`config.mk`:
```
export PLATFORM = sky130hd
export DESIGN_NAME = pipe_ctrl
export DESIGN_NICKNAME = d
export VERILOG_FILES = /design/src/rtl/pipe_ctrl_pkg.sv /design/src/rtl/pipe_ctrl_stall_prio_enc.sv /design/src/rtl/pipe_ctrl.sv
export SDC_FILE = /design/constraint.sdc
export NUM_CORES = 1
export LEC_CHECK = 0
export CORE_MARGIN = 5
export CORE_UTILIZATION = 35
export CTS_CLUSTER_DIAMETER = 120
export DETAILED_ROUTE_END_ITERATION = 8
export PLACE_DENSITY = 0.67
export SYNTH_ARGS = -nofsm -noshare
export SYNTH_HDL_FRONTEND = slang
export SYNTH_SLANG_ARGS = --single-unit
```
`constraint.sdc`:
```
create_clock -name clk -period 4.2 [get_ports clk]
set_input_delay 0.42 -clock clk [delete_from_list [all_inputs] [get_ports clk]]
set_output_delay 0.42 -clock clk [all_outputs]
set_load 0.05 [all_outputs]
```
`src/rtl/pipe_ctrl_pkg.sv`:
```
// Shared encodings for the six-stage pipeline sequencer: PC select codes,
// sequencer state codes and stage indices (IF=0 .. WB=5).
package pipe_ctrl_pkg;

    localparam logic [1:0] PC_SEL_SEQ = 2'b00;
    localparam logic [1:0] PC_SEL_BR  = 2'b01;
    localparam logic [1:0] PC_SEL_EXC = 2'b10;
    localparam logic [1:0] PC_SEL_ERA = 2'b11;

    localparam logic [1:0] ST_INIT     = 2'd0;
    localparam logic [1:0] ST_RUN      = 2'd1;
    localparam logic [1:0] ST_EXC_WAIT = 2'd2;

    localparam int STG_IF  = 0;
    localparam int STG_ID  = 1;
    localparam int STG_EX  = 2;
    localparam int STG_MM1 = 3;
    localparam int STG_MM2 = 4;
    localparam int STG_WB  = 5;

endpackage

```
`src/rtl/pipe_ctrl_stall_prio_enc.sv`:
```
// Highest-set-bit encoder for stall requests; the most downstream
// requesting stage wins.
module stall_prio_enc #(
    parameter int NSTG  = 5,
    parameter int IDX_W = 3
) (
    input  logic [NSTG-1:0]  req,
    output logic [IDX_W-1:0] idx,
    output logic             vld
);

    always_comb begin
        idx = '0;
        vld = |req;
        for (int i = 0; i < NSTG; i++) begin
            if (req[i]) idx = IDX_W'(i);
        end
    end

endmodule

```
`src/rtl/pipe_ctrl.sv`:
```
// Pipeline sequencer: drives per-register wen/flush, resolves stalls, branch
// redirects and WB exceptions/ERTN, drains in-flight memory after exceptions.
module pipe_ctrl
    import pipe_ctrl_pkg::*;
#(
    parameter int NSTG  = STG_WB,
    parameter int CNT_W = 32
) (
    input  logic             clk,
    input  logic             rst_n,
    input  logic [NSTG-1:0]  stall_req,
    input  logic             br_redirect,
    input  logic             wb_exc,
    input  logic             wb_ertn,
    input  logic             mem_outstanding,
    output logic [NSTG-1:0]  wen,
    output logic [NSTG-1:0]  flush,
    output logic [1:0]       pc_sel,
    output logic             if_hold,
    output logic             redirect_ack,
    output logic [CNT_W-1:0] stall_cnt
);

    localparam int IDX_W = (NSTG > 1) ? $clog2(NSTG) : 1;

    logic [1:0]       state;
    logic [1:0]       state_nxt;
    logic [IDX_W-1:0] stall_idx;
    logic             stall_vld;
    logic             br_ok;

    stall_prio_enc #(
        .NSTG  (NSTG),
        .IDX_W (IDX_W)
    ) u_prio (
        .req (stall_req),
        .idx (stall_idx),
        .vld (stall_vld)
    );

    // A stall at EX or further downstream keeps the branch in EX; it is re-presented.
    assign br_ok = br_redirect && !(stall_vld && (stall_idx >= IDX_W'(STG_EX)));

    always_comb begin
        wen          = '1;
        flush        = '1;
        pc_sel       = PC_SEL_SEQ;
        if_hold      = 1'b1;
        redirect_ack = 1'b0;
        state_nxt    = state;
        case (state)
            ST_INIT: begin
                state_nxt = ST_RUN;
            end
            ST_RUN: begin
                if (wb_exc || wb_ertn) begin
                    pc_sel  = wb_exc ? PC_SEL_EXC : PC_SEL_ERA;
                    if_hold = 1'b0;
                    if (mem_outstanding) state_nxt = ST_EXC_WAIT;
                end else begin
                    if_hold = stall_vld;
                    for (int i = 0; i < NSTG; i++) begin
                        wen[i]   = !stall_vld || (IDX_W'(i) >= stall_idx);
                        flush[i] = stall_vld && (IDX_W'(i) == stall_idx);
                    end
                    if (br_ok) begin
                        wen[STG_IF]   = 1'b1;
                        wen[STG_ID]   = 1'b1;
                        flush[STG_IF] = 1'b1;
                        flush[STG_ID] = 1'b1;
                        pc_sel        = PC_SEL_BR;
                        redirect_ack  = 1'b1;
                        if_hold       = 1'b0;
                    end
                end
            end
            ST_EXC_WAIT: begin
                if (!mem_outstanding) state_nxt = ST_RUN;
            end
            default: begin
                state_nxt = ST_INIT;
            end
        endcase
    end

    always_ff @(posedge clk or negedge rst_n) begin
        if (!rst_n) begin
            state     <= ST_INIT;
            stall_cnt <= '0;
        end else begin
            state <= state_nxt;
            if ((state == ST_RUN) && !(&wen)) stall_cnt <= stall_cnt + CNT_W'(1);
        end
    end

endmodule

```
==> flow_summary_export.csv <==
group,metric,value,unit
worst_setup_path,critPathCaptureType,"primary output",
detailed_routing,vias,1467,
global_routing,grt_antenna_before_repair,0,
yosys,ys_seq_area_frac,0.4755,
sta,fmax,324.4,MHz
hold_path,min_delay_path_depth,1,
finish,drive_gt1_frac,0.06809,
cts,cts.sink_count,34,
detailed_routing,antenna_left,0,
cts,cts.reportedPaths.clkPinSlew,70,ps
cts,cts_root_buf,"clkbuf_8",
sta,fin_crit_sh,0.7341,
die,std_cell_rows,26,
place,numPortBuffers,55,
cts,cts-resized-gates,0,
global_routing,gr-total-overflow,0,
yosys,synth.cell_area,1789,µm²
finish,areaGrowthSynthToFinish,39.30,%
power_and_ir_drop,peakVddDrop,367.3,µV
die,start_util,0.3548,
sta,setup_viol,0,
worst_setup_path,worstPathArrival,2660,ps
finish,num_antenna_cells,0,
detailed_routing,drt-pass1-iter-count,4,
place,place_congestion,0.7789,
yosys,async_reset_ff_frac,1.000,
yosys,synth_ff_type,"dfrtp_1",
global_routing,grt_max_degree,35,
status,status,"completed",
cts,postCtsSetupBuffers,0,
global_routing,grt_pass1_wl,6.768,mm
power_and_ir_drop,power_density,356.8,nW/µm²
worst_setup_path,worstSetupStartpointType,"primary input",
worst_setup_path,reg2regPathDepth,5,
detailed_routing,vias_per_cell,4.810,
sta,fin_ws,1117,ps
cts,cts_hold_buf,0,
yosys,syn_nets,188,
worst_setup_path,cp_max_fo,11,
flow_run,max_cap_viol_count,0,
sta,rsz0062_at_grt,"false",
yosys,synth_warnings,0,
die,die_y,81.50,µm
worst_setup_path,critPathKind,"in2out",
global_routing,track_usage,0.1322,
yosys,ys_ff_latch,34,
detailed_routing,routed_wirelength,3.980,mm
global_routing,grt_pass1_vias,1431,
place,dp_slack,1097,ps
hold_path,min_path_type,"reg2reg",
cts,clockBufferDepth,2,
finish,nFillCells,478,
detailed_routing,drt-wirelength-per-cell,13.05,µm
power_and_ir_drop,total_power,889.4,µW
sta,worst_slew_pin_slew,834.1,ps
power_and_ir_drop,leakage,0.001065,µW
cts,cts_htree_levels,2,
detailed_routing,drc,0,
cts,cts_buffers,5,
die,ios,57,
finish,nets,247,
yosys,synth-edff-count,0,
yosys,syn_avg_cell_area,10.17,µm²
sta,min_period,3083,ps
die,die_w,81.50,µm
cts,clk_latency,280,ps
worst_setup_path,required,3780,ps
yosys,yosysUniqueCellTypes,34,
die,die-area,6642,µm²
sta,slew_headroom,0.4393,
sta,fin_setup_tns,0,ps
place,hpwl,3.076,mm
yosys,synthCells,176,
sta,hold_viol,0,
die,core,5042,µm²
sta,slew_violations,0,
detailed_routing,drt_iter0_markers,39,
sta,finClkSkew,4.787,ps
cts,cts_tree,"yes",
==> metrics by stage <==
step           hold slack [ps]  utilization  instance area, µm²  instances
6_report                 477.8       0.4943                2492        305
5_1_grt                  493.1       0.4943                2492        305
4_1_cts                  480.8       0.4943                2492        305
3_5_place_dp             471.5       0.4792                2416        298
3_3_place_gp             455.3       0.4792                2416        298
2_1_floorplan            124.4            -                1789        176
==> where the power goes <==
part / leakage, µW / internal (µW) / switching, µW / total (µW)
Clock: 0.0000383 / 114 / 107 / 221
Sequential: 0.000459 / 352 / 35.1 / 387
Combinational: 0.000567 / 98.5 / 184 / 282
Total: 0.00106 / 564 / 325 / 889
==> placed cells by master, fill, tap and decap left out <==
cell type / n
clkdlybuf4s50_1: 55
dfrtp_1: 34
xor2_1: 16
xnor2_1: 15
nand2_1: 13
nand3_1: 12
nor3_1: 11
nor2_1: 10
nand4_1: 7
o21ai_0: 6
inv_1: 6
and3_1: 5
nor4_2: 5
clkbuf_8: 5
nand2b_1: 3
and2_1: 3
a21oi_1: 2
or3_1: 2
nor2b_1: 2
o21a_1: 2
nand4_2: 2
or4_1: 2
and4_1: 2
o211ai_1: 2
clkbuf_1: 2
buf_4: 2
nor4b_2: 1
a21o_1: 1
a22oi_1: 1
o211ai_2: 1
or3b_1: 1
o211a_1: 1
mux2_1: 1
ha_1: 1
conb_1: 1
==> area by class of cell <==
type	instances	area (µm²)	area share
Timing Repair Buffer	57	565.5	0.2269
Clock buffer	7	76.32	0.03062
Multi-Input combinational cell	131	889.6	0.3569
Sequential cell	34	850.8	0.3414
Inverter	6	22.52	0.009036
Tap cell	70	87.58	0.03514
==> critical path: stages <==
cell and delay, ps:
clkdlybuf4s50_1 460, or3_1 510, o21a_1 370, inv_1 100, clkdlybuf4s50_1 800
==> Yosys cell counts, drive strengths merged, types with 2 or more instances <==
cell type	count	area, µm²
buf	4	22.52
or4	2	15.01
o21a	2	15.01
nand2b	3	18.77
and3	5	31.28
xor2	16	140.1
xnor2	15	131.4
nand2	13	48.80
nor2	10	37.54
or3	2	12.51
nand4	9	68.81
o211ai	3	27.52
nand3	12	60.06
dfrtp	34	850.8
and4	2	17.52
a21oi	2	10.01
nor2b	2	12.51
and2	3	18.77
nor4	5	62.56
nor3	11	55.05
inv	6	22.52
o21ai	6	30.03
==> worst paths after layout <==
path / slack [ps] / endpoint / startpoint
setup / recovery: 1120 / wen[0] / stall_req[3]
hold / removal: 480 / stall_cnt[31] / stall_cnt[31]
setup reg to reg: 2120 / stall_cnt[30] / stall_cnt[0]
hold reg to reg: 480 / stall_cnt[31] / stall_cnt[31]
max in group asynchronous: 3340 / stall_cnt[0] / rst_n
min in group asynchronous: 530 / stall_cnt[13] / rst_n
==> state kept, by name, summed over array words and instances (netlist names) <==
name       count
state          2
stall_cnt     32
==> logic make-up after synthesis <==
group                      Yosys count  share of synthesized area
AOI/OAI and AO/OA                   16                    0.06014
xor gates and xnor gates            31                     0.1517
adders and majority gates            1                   0.006992
buffers and inverters               11                    0.02727
DFF                                 34                     0.4755
muxes                                1                   0.006293
other                                1                   0.002096
and+or+nand+nor                     81                     0.2699
==> metal layers <==
metal / track usage / vias to the layer above / wire length (µm)
li1: - / 737 / -
met3: 0.05263 / 6 / 323
met2: 0.2052 / 43 / 1779
met5: 0 / - / 0
met4: 0.04392 / 0 / 58
met1: 0.1670 / 681 / 1818
No activity file was read; power rests on OpenSTA's default activity.
